--- src/rtl/debug_uart_dumper.sv ---
// Reads register-file words through the datapath debug port and sends each
// word as four 8N1 UART bytes, most significant byte first.
module debug_uart_dumper #(
    parameter int CLKS_PER_BIT = 868
) (
    input  logic        clk,
    input  logic        reset,
    input  logic        start,
    input  logic        single,
    input  logic [4:0]  reg_sel,
    output logic [4:0]  Debug_Source_select,
    input  logic [31:0] Debug_output,
    output logic        tx,
    output logic        busy,
    output logic        done
);
    localparam int BW = $clog2(CLKS_PER_BIT);
    localparam logic [BW-1:0] BAUD_LAST = BW'(CLKS_PER_BIT - 1);

    typedef enum logic [2:0] {
        IDLE, SELECT, CAPTURE, START_BIT, DATA_BITS, STOP_BIT, FINISH
    } state_t;

    state_t        state_reg, state_next;
    logic          single_reg, single_next;
    logic [4:0]    index_reg, index_next;
    logic [31:0]   word_reg, word_next;
    logic [1:0]    byte_cnt_reg, byte_cnt_next;
    logic [2:0]    bit_cnt_reg, bit_cnt_next;
    logic [BW-1:0] baud_cnt_reg, baud_cnt_next;

    logic [7:0] word_bytes [4];
    logic [7:0] cur_byte;
    logic       baud_last;

    // Byte 0 is the top byte of the word so the MSB byte leaves first.
    genvar gi;
    generate
        for (gi = 0; gi < 4; gi++) begin : g_bytes
            assign word_bytes[gi] = word_reg[31-8*gi -: 8];
        end
    endgenerate

    assign cur_byte            = word_bytes[byte_cnt_reg];
    assign baud_last           = (baud_cnt_reg == BAUD_LAST);
    assign Debug_Source_select = index_reg;

    always_ff @(posedge clk or posedge reset) begin
        if (reset) begin
            state_reg    <= IDLE;
            single_reg   <= 1'b0;
            index_reg    <= 5'd0;
            word_reg     <= 32'd0;
            byte_cnt_reg <= 2'd0;
            bit_cnt_reg  <= 3'd0;
            baud_cnt_reg <= '0;
        end else begin
            state_reg    <= state_next;
            single_reg   <= single_next;
            index_reg    <= index_next;
            word_reg     <= word_next;
            byte_cnt_reg <= byte_cnt_next;
            bit_cnt_reg  <= bit_cnt_next;
            baud_cnt_reg <= baud_cnt_next;
        end
    end

    always_comb begin
        state_next    = state_reg;
        single_next   = single_reg;
        index_next    = index_reg;
        word_next     = word_reg;
        byte_cnt_next = byte_cnt_reg;
        bit_cnt_next  = bit_cnt_reg;
        baud_cnt_next = baud_cnt_reg;
        case (state_reg)
            IDLE: begin
                if (start) begin
                    single_next = single;
                    index_next  = single ? reg_sel : 5'd0;
                    state_next  = SELECT;
                end
            end
            SELECT: state_next = CAPTURE;
            CAPTURE: begin
                word_next     = Debug_output;
                byte_cnt_next = 2'd0;
                bit_cnt_next  = 3'd0;
                baud_cnt_next = '0;
                state_next    = START_BIT;
            end
            START_BIT: begin
                if (baud_last) begin
                    baud_cnt_next = '0;
                    bit_cnt_next  = 3'd0;
                    state_next    = DATA_BITS;
                end else begin
                    baud_cnt_next = baud_cnt_reg + 1'b1;
                end
            end
            DATA_BITS: begin
                if (baud_last) begin
                    baud_cnt_next = '0;
                    bit_cnt_next  = bit_cnt_reg + 3'd1;
                    if (bit_cnt_reg == 3'd7) begin
                        state_next = STOP_BIT;
                    end
                end else begin
                    baud_cnt_next = baud_cnt_reg + 1'b1;
                end
            end
            STOP_BIT: begin
                if (baud_last) begin
                    baud_cnt_next = '0;
                    if (byte_cnt_reg != 2'd3) begin
                        byte_cnt_next = byte_cnt_reg + 2'd1;
                        state_next    = START_BIT;
                    end else if (!single_reg && index_reg != 5'd31) begin
                        index_next = index_reg + 5'd1;
                        state_next = SELECT;
                    end else begin
                        state_next = FINISH;
                    end
                end else begin
                    baud_cnt_next = baud_cnt_reg + 1'b1;
                end
            end
            FINISH:  state_next = IDLE;
            default: state_next = IDLE;
        endcase
    end

    always_comb begin
        tx   = 1'b1;
        busy = 1'b0;
        done = 1'b0;
        case (state_reg)
            SELECT, CAPTURE, STOP_BIT: busy = 1'b1;
            START_BIT: begin
                tx   = 1'b0;
                busy = 1'b1;
            end
            DATA_BITS: begin
                tx   = cur_byte[bit_cnt_reg];
                busy = 1'b1;
            end
            FINISH:  done = 1'b1;
            default: ;
        endcase
    end
endmodule

--- config.mk ---
export PLATFORM = sky130hd
export DESIGN_NAME = debug_uart_dumper
export DESIGN_NICKNAME = d
export VERILOG_FILES = /design/src/rtl/debug_uart_dumper.sv
export SDC_FILE = /design/constraint.sdc
export NUM_CORES = 1
export LEC_CHECK = 0
export BUFFER_PORTS_ARGS = -buffer_cell sky130_fd_sc_hd__clkbuf_2
export CAP_MARGIN = 20
export CORE_MARGIN = 3
export CORE_UTILIZATION = 55
export CTS_BUF_LIST = sky130_fd_sc_hd__clkbuf_4
export DETAILED_ROUTE_END_ITERATION = 10
export PLACE_DENSITY_LB_ADDON = 0.3
export SLEW_MARGIN = 20
export SYNTH_ARGS = -nofsm -noshare
export SYNTH_HDL_FRONTEND = slang
export SYNTH_SLANG_ARGS = --single-unit
--- constraint.sdc ---
create_clock -name clk -period 3.4 [get_ports clk]
set_clock_uncertainty 0.05 [all_clocks]
set_input_delay 1.02 -clock clk [delete_from_list [all_inputs] [get_ports clk]]
set_output_delay 1.02 -clock clk [all_outputs]
set_load 0.02 [all_outputs]
==> metrics.csv, run 1 <==
metric;value;unit
Main synth FF type;dfrtp_1;
sequential element share of the synthesized area;46.7;%
RSZ-0062 raised after global routing;no;
CP Capture Type;output port;
gr ovfl total;0;
CTS Buffer Depth;2;
Syn. warnings;0;
register clock-pin slew on the reported worst setup and hold paths;170;ps
antenna cell count;0;
hold-fix buffers at CTS;0;
CTS Root Cell;clkbuf_4;
critical path arrival;2170;ps
Slew HR;51.5;%
Least-Margin Pin Slew;727;ps
Post-synth ARST share;100;%
Crit Path Category;flip-flop to output port;
DP HPWL;4.29;mm
Die H;79.9;µm
Layout fillers;413;
fmax;0.309;GHz
number of flip-flops in the largest register;32;
initial antenna violation count;0;
Tightest Hold Check Type;flip-flop to flip-flop;
Die Footprint;6380;µm²
vias per inst;5.83;
IO buf count;48;
CTS sink cnt;56;
via count;2156;
Critical R2R Launch;Debug_Source_select[0];
P_leak;1.52;nW
final design utilization;64.8;%
Tmin final;3240;ps
nets;346;
Worst Path Max Fanout;11;
commonest non-fill, non-tap cells in the layout;dfrtp_1 (54), clkbuf_2 (48), mux2_2 (38);
num rows;26;
Final Max Tran Viols;0;
Netlist cell types;53;
first-pass GRT wire length;10.1;mm
Tcrit/Tclk final;95.2;%
largest net degree at the start of global routing;57;
hold_sp;word_bytes[24];
residual DRC count;0;
cells after synthesis;253;
register bit total from synthesis;56;
drt wl/cell;15.9;µm
DRT iter0 DRCs;181;
layout cell share with drive strength beyond 1;39.3;%
CP startpoint;byte_cnt_reg[0];
Max VDD drop;0.265;mV
area grow syn2layout;12.4;%
initial core utilization;57.6;%
max-cap violation count;0;
CP required;2330;ps
Synth Cell Area;3000;µm²
CTS tree;built;
Tot GR Track Use;20.2;%
kind of start point of the critical path;flip-flop;
H-tree depth;2;
post-synthesis area per instance;11.9;µm²
Post-Route WL;5.87;mm
die width;79.9;µm
drt pass-1 iters;4;
area of the core;5200;µm²
Skew-Pair Late Insertion Delay;390;ps
Post-Route Setup TNS;0;ps
Final Hold Fails;0;
number of flops mapped to enable cells by yosys;0;
Post-Syn Nets;300;
vias in the first global route;2066;
power density over the cells;317;nW/µm²
status;complete, no violations;
post-route ant nets;0;
total CTS buffers;5;
commonest non-fill, non-tap cell in the layout;dfrtp_1;
routability cong.;0.828;
final setup vio count;0;
Top Ports;49;
report_power, final:
group | leakage, nW | internal, mW | total [mW] | switching, mW
Sequential | 0.670 | 0.686 | 0.699 | 0.0126
Clock | 0.0319 | 0.0907 | 0.302 | 0.212
Combinational | 0.820 | 0.0392 | 0.0673 | 0.0281
Total | 1.52 | 0.816 | 1.07 | 0.252
layer usage:
| layer | track usage [%] | share of wire (%) |
|---|---|---|
| met1 | 30.6 | 47 |
| met2 | 29.7 | 47 |
| met3 | 4.29 | 5.0 |
| met4 | 4.90 | 1.0 |
| met5 | 0 | 0 |
Yosys cell counts (all sizes together), types with 4 or more instances:
library cell | n | area (µm²)
clkbuf | 5 | 18.8
nand4 | 5 | 31.3
and3 | 5 | 31.3
ha | 6 | 75.1
nand3 | 10 | 50.1
a22o | 6 | 52.6
dfrtp | 56 | 1400
o41ai | 4 | 35.0
o21ai | 8 | 40.0
a21oi | 9 | 45.0
mux4 | 6 | 135
mux2i | 8 | 80.1
nor2 | 8 | 30.0
mux2 | 40 | 458
buf | 10 | 47.6
inv | 6 | 22.5
nand2 | 10 | 37.5
nor3 | 6 | 41.3
area by class of cell:
type | instances | area [µm²] | share of cell area (%)
well taps | 70 | 87.6 | 2.60
clock buffers | 6 | 45.0 | 1.34
flip-flops and latches | 56 | 1410 | 41.7
repair buffers | 54 | 285 | 8.46
clock inverters | 2 | 16.3 | 0.482
inverters | 6 | 22.5 | 0.668
multi-input cells | 176 | 1510 | 44.8
worst paths after layout:
kind	endpoint	slack, ps	cells after the start
worst max register to register	Debug_Source_select[1]	970	7
min in group asynchronous	byte_cnt_reg[0]	730	3
worst min register to register	word_bytes[24]	470	1
max in group asynchronous	byte_cnt_reg[0]	2080	3
worst min-delay path	word_bytes[24]	470	1
worst max-delay path	tx	160	5
cells by family after synthesis:
kind of cell	synth area share [%]
mux	22.4
flops	46.7
fa+ha+maj	2.50
xor+xnor	0.584
simple gates	13.7
buf+inv	2.96
compound gates	11.1
stage by stage:
| step | hold slack, ps | cells | worst slack, ps | cell area, µm² | total power, mW |
|---|---|---|---|---|---|
| detailed placement | 444 | 360 | 367 | 3290 | 0.780 |
| finish | 474 | 370 | 162 | 3370 | 1.07 |
| global route | 486 | 370 | 21.7 | 3370 | 1.12 |
| floorplan | 424 | 253 | 686 | 3000 | 0.742 |
| global placement | 438 | 360 | 407 | 3290 | 0.777 |
| CTS | 478 | 368 | 92.1 | 3350 | 1.08 |
worst max-delay path, cell delays in order, from the launching register on:
cell	delay (ps)
dfrtp_4	550
mux4_2	520
nand2_1	70
nand4_1	90
o311a_1	370
clkbuf_2	160
what timing repair did:
| action | 4_1_cts | 5_1_grt |
|---|---|---|
| resized for setup | 1 | 2 |
| buffers inserted | 0 | 2 |
| pin swaps | 0 | 0 |
| endpoints found under the setup margin | 1 | 1 |
| gates cloned | 0 | 0 |
Power figures use the tool's default switching activity.
==> inputs of run 2 (changes only) <==
- PLACE_DENSITY: unset -> 0.77
- PLACE_DENSITY_LB_ADDON: 0.3 -> unset
==> run 2 against run 1 <==
  * Combinational power increased by 1%
  * Critical path depth unchanged
  * Global-route usage down 0.43 points
  * Largest power group unchanged
==> metrics.csv, run 2 (synthesis gave the netlist of run 1 again) <==
metric;value;unit
status;complete, no violations;
RSZ-0062 raised after global routing;no;
Worst Path Max Fanout;13;
via count;2133;
Post-Route Setup TNS;0;ps
commonest non-fill, non-tap cell in the layout;dfrtp_1;
layout cell share with drive strength beyond 1;38.5;%
Post-DP Area;3300;µm²
switching share of power;23.8;%
GRT met2 Usage;31.6;%
num rows;26;
Die H;79.9;µm
largest net degree at the start of global routing;34;
area grow syn2layout;11.9;%
initial antenna violation count;0;
slowest stage delay, CP;710;ps
register clock-pin slew on the reported worst setup and hold paths;160;ps
Tcrit/Tclk final;96.3;%
Top Ports;49;
max-cap violation count;0;
Psw;0.252;mW
Final Hold Fails;0;
worst-path cell chain;mux2_2, nand4_1, nand4_1, o311a_1, clkbuf_2;
Final Max Tran Viols;0;
Tightest Hold Check Type;flip-flop to flip-flop;
Top Usage Layer GRT;met2;
fmax;0.305;GHz
slowest stage cell on the critical path;dfrtp_1;
Die Footprint;6380;µm²
Register Area;1410;µm²
vias per inst;5.78;
Slew HR;51.8;%
DP HPWL;4.19;mm
most numerous cell on the critical path;nand4_1;
Layout fillers;422;
CTS sink cnt;56;
area of the core;5200;µm²
vias in the first global route;2112;
final setup vio count;0;
Tot GR Track Use;19.8;%
CTS Buffer Depth;2;
Power Total;1.06;mW
antenna cell count;0;
met3 Use GR;4.97;%
CTS tree;built;
CP Capture Type;output port;
Post-Route WL;5.71;mm
number of flip-flops in the largest register;32;
drt wl/cell;15.5;µm
hold-fix buffers at CTS;0;
residual DRC count;0;
internal power;0.807;mW
critical path arrival;2200;ps
gr ovfl total;0;
CP required;2330;ps
routability cong.;0.836;
CTS Root Cell;clkbuf_4;
power density over the cells;315;nW/µm²
DRT iter0 DRCs;136;
post-route ant nets;0;
nets;345;
Clock power frac;27.7;%
area of the multi-input gates;1510;µm²
Skew-Pair Late Insertion Delay;380;ps
Least-Margin Pin Slew;724;ps
Tmin final;3270;ps
commonest non-fill, non-tap cells in the layout;dfrtp_1 (55), clkbuf_2 (48), mux2_2 (38);
H-tree depth;2;
first-pass GRT wire length;9.86;mm
total CTS buffers;5;
Fin Hold WS;475;ps
Crit Path Category;flip-flop to output port;
die width;79.9;µm
P_leak;1.52;nW
combinational share of power;6.4;%
fin area;3360;µm²
initial core utilization;57.6;%
met1 usage;27.2;%
IO buf count;48;
kind of start point of the critical path;flip-flop;
drt pass-1 iters;4;
Reg power frac;65.8;%
Max VDD drop;0.254;mV
-- run 2: cell types whose count changed in the layout (fill, tap and decap cells not counted) --
cell and delta:
inv_6 +1, clkinv_2 +1, clkbuf_4 -1, buf_4 -1, clkinvlp_4 -1, clkinv_1 +1
dfrtp_2 -1, dfrtp_1 +1, clkinv_4 -1
-- run 2: per-layer routing --
| layer | wire (µm) | vias up |
|---|---|---|
| li1 | - | 1045 |
| met1 | 2650 | 1033 |
| met2 | 2730 | 51 |
| met3 | 278 | 4 |
| met4 | 50 | 0 |
| met5 | 0 | - |
-- run 2: worst paths after layout --
path,startpoint,end,slack [ps],cells past startpoint
worst min register to register,word_bytes[10],word_bytes[10],480,1
worst max-delay path,byte_cnt_reg[1],tx,130,5
worst max register to register,Debug_Source_select[0],Debug_Source_select[1],950,7
max in group asynchronous,reset,byte_cnt_reg[0],2170,3
worst min-delay path,word_bytes[10],word_bytes[10],480,1
min in group asynchronous,reset,Debug_Source_select[1],530,2
-- run 2: power groups by stage --
stage                     Sequential [mW]  Clock [mW]  Combinational, mW
after global placement              0.709           0             0.0678
after CTS                           0.697       0.305             0.0701
after global routing                0.700       0.331             0.0776
after floorplan                     0.705           0             0.0375
final                               0.697       0.294             0.0680
after detailed placement            0.709           0             0.0701
-- run 2: critical path, delay by kind of cell (launching register included) --
| family | cells | cell delay (ps) |
|---|---|---|
| simple gates | 2 | 190 |
| compound gates | 1 | 380 |
| buf+inv | 1 | 160 |
| mux | 1 | 400 |
| flops | 1 | 710 |
-- run 2: final cells by class --
type	instances	area share, %
Multi-Input combinational cell	176	45.0
Sequential cell	56	41.8
Tap cell	70	2.61
Inverter	6	0.671
Clock buffer	5	1.12
Timing Repair Buffer	53	8.27
Clock inverter	3	0.522
-- run 2: repair_timing --
action	CTS	global route
buffers inserted	0	0
setup endpoints to repair	1	1
resized for setup	1	1
-- run 2: metrics by stage --
stage	instances	utilization, %	worst slack, ps
after floorplan	253	-	686
after global placement	361	63.4	412
after detailed placement	361	63.4	341
after CTS	369	64.5	71.5
after global routing	369	64.5	17.6
final	369	64.5	126
==> inputs of run 3 (changes only) <==
- CORE_UTILIZATION: 55 -> 53
- MAX_ROUTING_LAYER: unset -> met4
- PLACE_DENSITY: 0.77 -> 0.75
==> run 3 against run 2 <==
  * Wire length rose by 4.2%
  * Final area grew 1.8%
  * Combinational power is 0.7% higher
  * Critical endpoint unchanged
  * Largest cell class unchanged
==> metrics.csv, run 3 (synthesis gave the netlist of run 1 again) <==
metric;value;unit
Post-Route Setup TNS;0;ps
DP HPWL;4.34;mm
status;complete, no violations;
Tot GR Track Use;19.6;%
Reg2Reg Setup Slack;990;ps
die width;81.2;µm
DRT iter0 DRCs;120;
commonest non-fill, non-tap cells in the layout;dfrtp_1 (54), clkbuf_2 (48), mux2_2 (38);
CP required;2330;ps
area of the core;5300;µm²
Crit path max-delay family;flip-flops;
kind of start point of the critical path;flip-flop;
R2R cell count;7;
H-tree depth;2;
Post-Route WL;5.95;mm
initial antenna violation count;0;
post-route ant nets;0;
antenna cell count;0;
largest net degree at the start of global routing;23;
final setup vio count;0;
CP Capture Type;output port;
num rows;26;
routability cong.;0.802;
initial core utilization;56.6;%
Tcrit/Tclk final;96.6;%
layout cell share with drive strength beyond 1;39.9;%
Worst Path Max Fanout;12;
drt pass-1 iters;4;
area grow syn2layout;13.9;%
CTS tree;built;
CTS sink cnt;56;
IO buf count;48;
power density over the cells;336;nW/µm²
Final Hold Fails;0;
fmax;0.304;GHz
max-cap violation count;0;
P_leak;1.55;nW
Buf/Inv on CP;2;
Setup WS pre-CTS;374;ps
first-pass GRT wire length;9.76;mm
Skew-Pair Late Insertion Delay;380;ps
register clock-pin slew on the reported worst setup and hold paths;160;ps
Final WS setup;115;ps
CTS Buffer Depth;2;
slowest stage cell on the critical path;dfrtp_4;
hold_sp;word_bytes[19];
gr ovfl total;0;
Die H;81.2;µm
worst-path cell chain;buf_4, mux4_2, and3b_1, o311a_1, clkbuf_2;
Hold EP;word_bytes[19];
CTS Root Cell;clkbuf_4;
Max VDD drop;0.215;mV
number of flip-flops in the largest register;32;
vias in the first global route;2014;
CP startpoint;byte_cnt_reg[0];
Least-Margin Pin Slew;762;ps
via count;2176;
Worst R2R End;Debug_Source_select[4];
Tmin final;3280;ps
commonest non-fill, non-tap cell in the layout;dfrtp_1;
Worst Hold Path Cells;1;
total CTS buffers;5;
Tightest Hold Check Type;flip-flop to flip-flop;
Die Footprint;6600;µm²
slowest stage delay, CP;550;ps
Slew HR;49.2;%
Top Ports;49;
Critical R2R Launch;Debug_Source_select[0];
RSZ-0062 raised after global routing;no;
drt wl/cell;15.9;µm
residual DRC count;0;
Fin Hold WS;470;ps
Crit Path Category;flip-flop to output port;
critical path arrival;2210;ps
nets;349;
vias per inst;5.83;
Final Max Tran Viols;0;
[run 3: area by class of cell]
type,count,area (µm²)
Sequential cell,56,1410
Multi-Input combinational cell,176,1510
Timing Repair Buffer,57,308
Inverter,6,22.5
Fill cell,433,1880
Clock buffer,6,45.0
Tap cell,70,87.6
Clock inverter,2,38.8
[run 3: through the flow]
stage	area, µm²	util [%]	cells	total power [mW]
6_report	3420	64.5	373	1.15
5_1_grt	3420	64.5	373	1.20
4_1_cts	3370	63.5	367	1.16
3_5_place_dp	3280	61.9	359	0.781
3_3_place_gp	3280	61.9	359	0.778
2_1_floorplan	3000	-	253	0.742
[run 3: power by group]
| part | internal (mW) | leakage [nW] | switching, mW |
|---|---|---|---|
| clock network | 0.166 | 0.0463 | 0.216 |
| registers | 0.686 | 0.670 | 0.0113 |
| logic | 0.0400 | 0.838 | 0.0285 |
[run 3: layer usage]
layer / vias to the layer above / routed length [µm] / GRT usage (%)
li1: 1056 / - / -
met1: 1066 / 2840 / 28.0
met2: 47 / 2820 / 29.1
met3: 7 / 233 / 3.10
met4: 0 / 53 / 5.57
met5: - / 0 / -
[run 3: repair_timing]
item	CTS	global route
gates resized for setup	1	2
pin swaps	0	0
hold buffers	0	0
setup buffers	0	6
setup endpoints to repair	1	1
[run 3: worst max-delay path by stage]
stage                     to  slack, ps  cells after the start
after floorplan           tx        690                      4
after CTS                 tx        100                      5
after global routing      tx         20                      5
after global placement    tx        420                      5
after detailed placement  tx        370                      5
final                     tx        120                      5
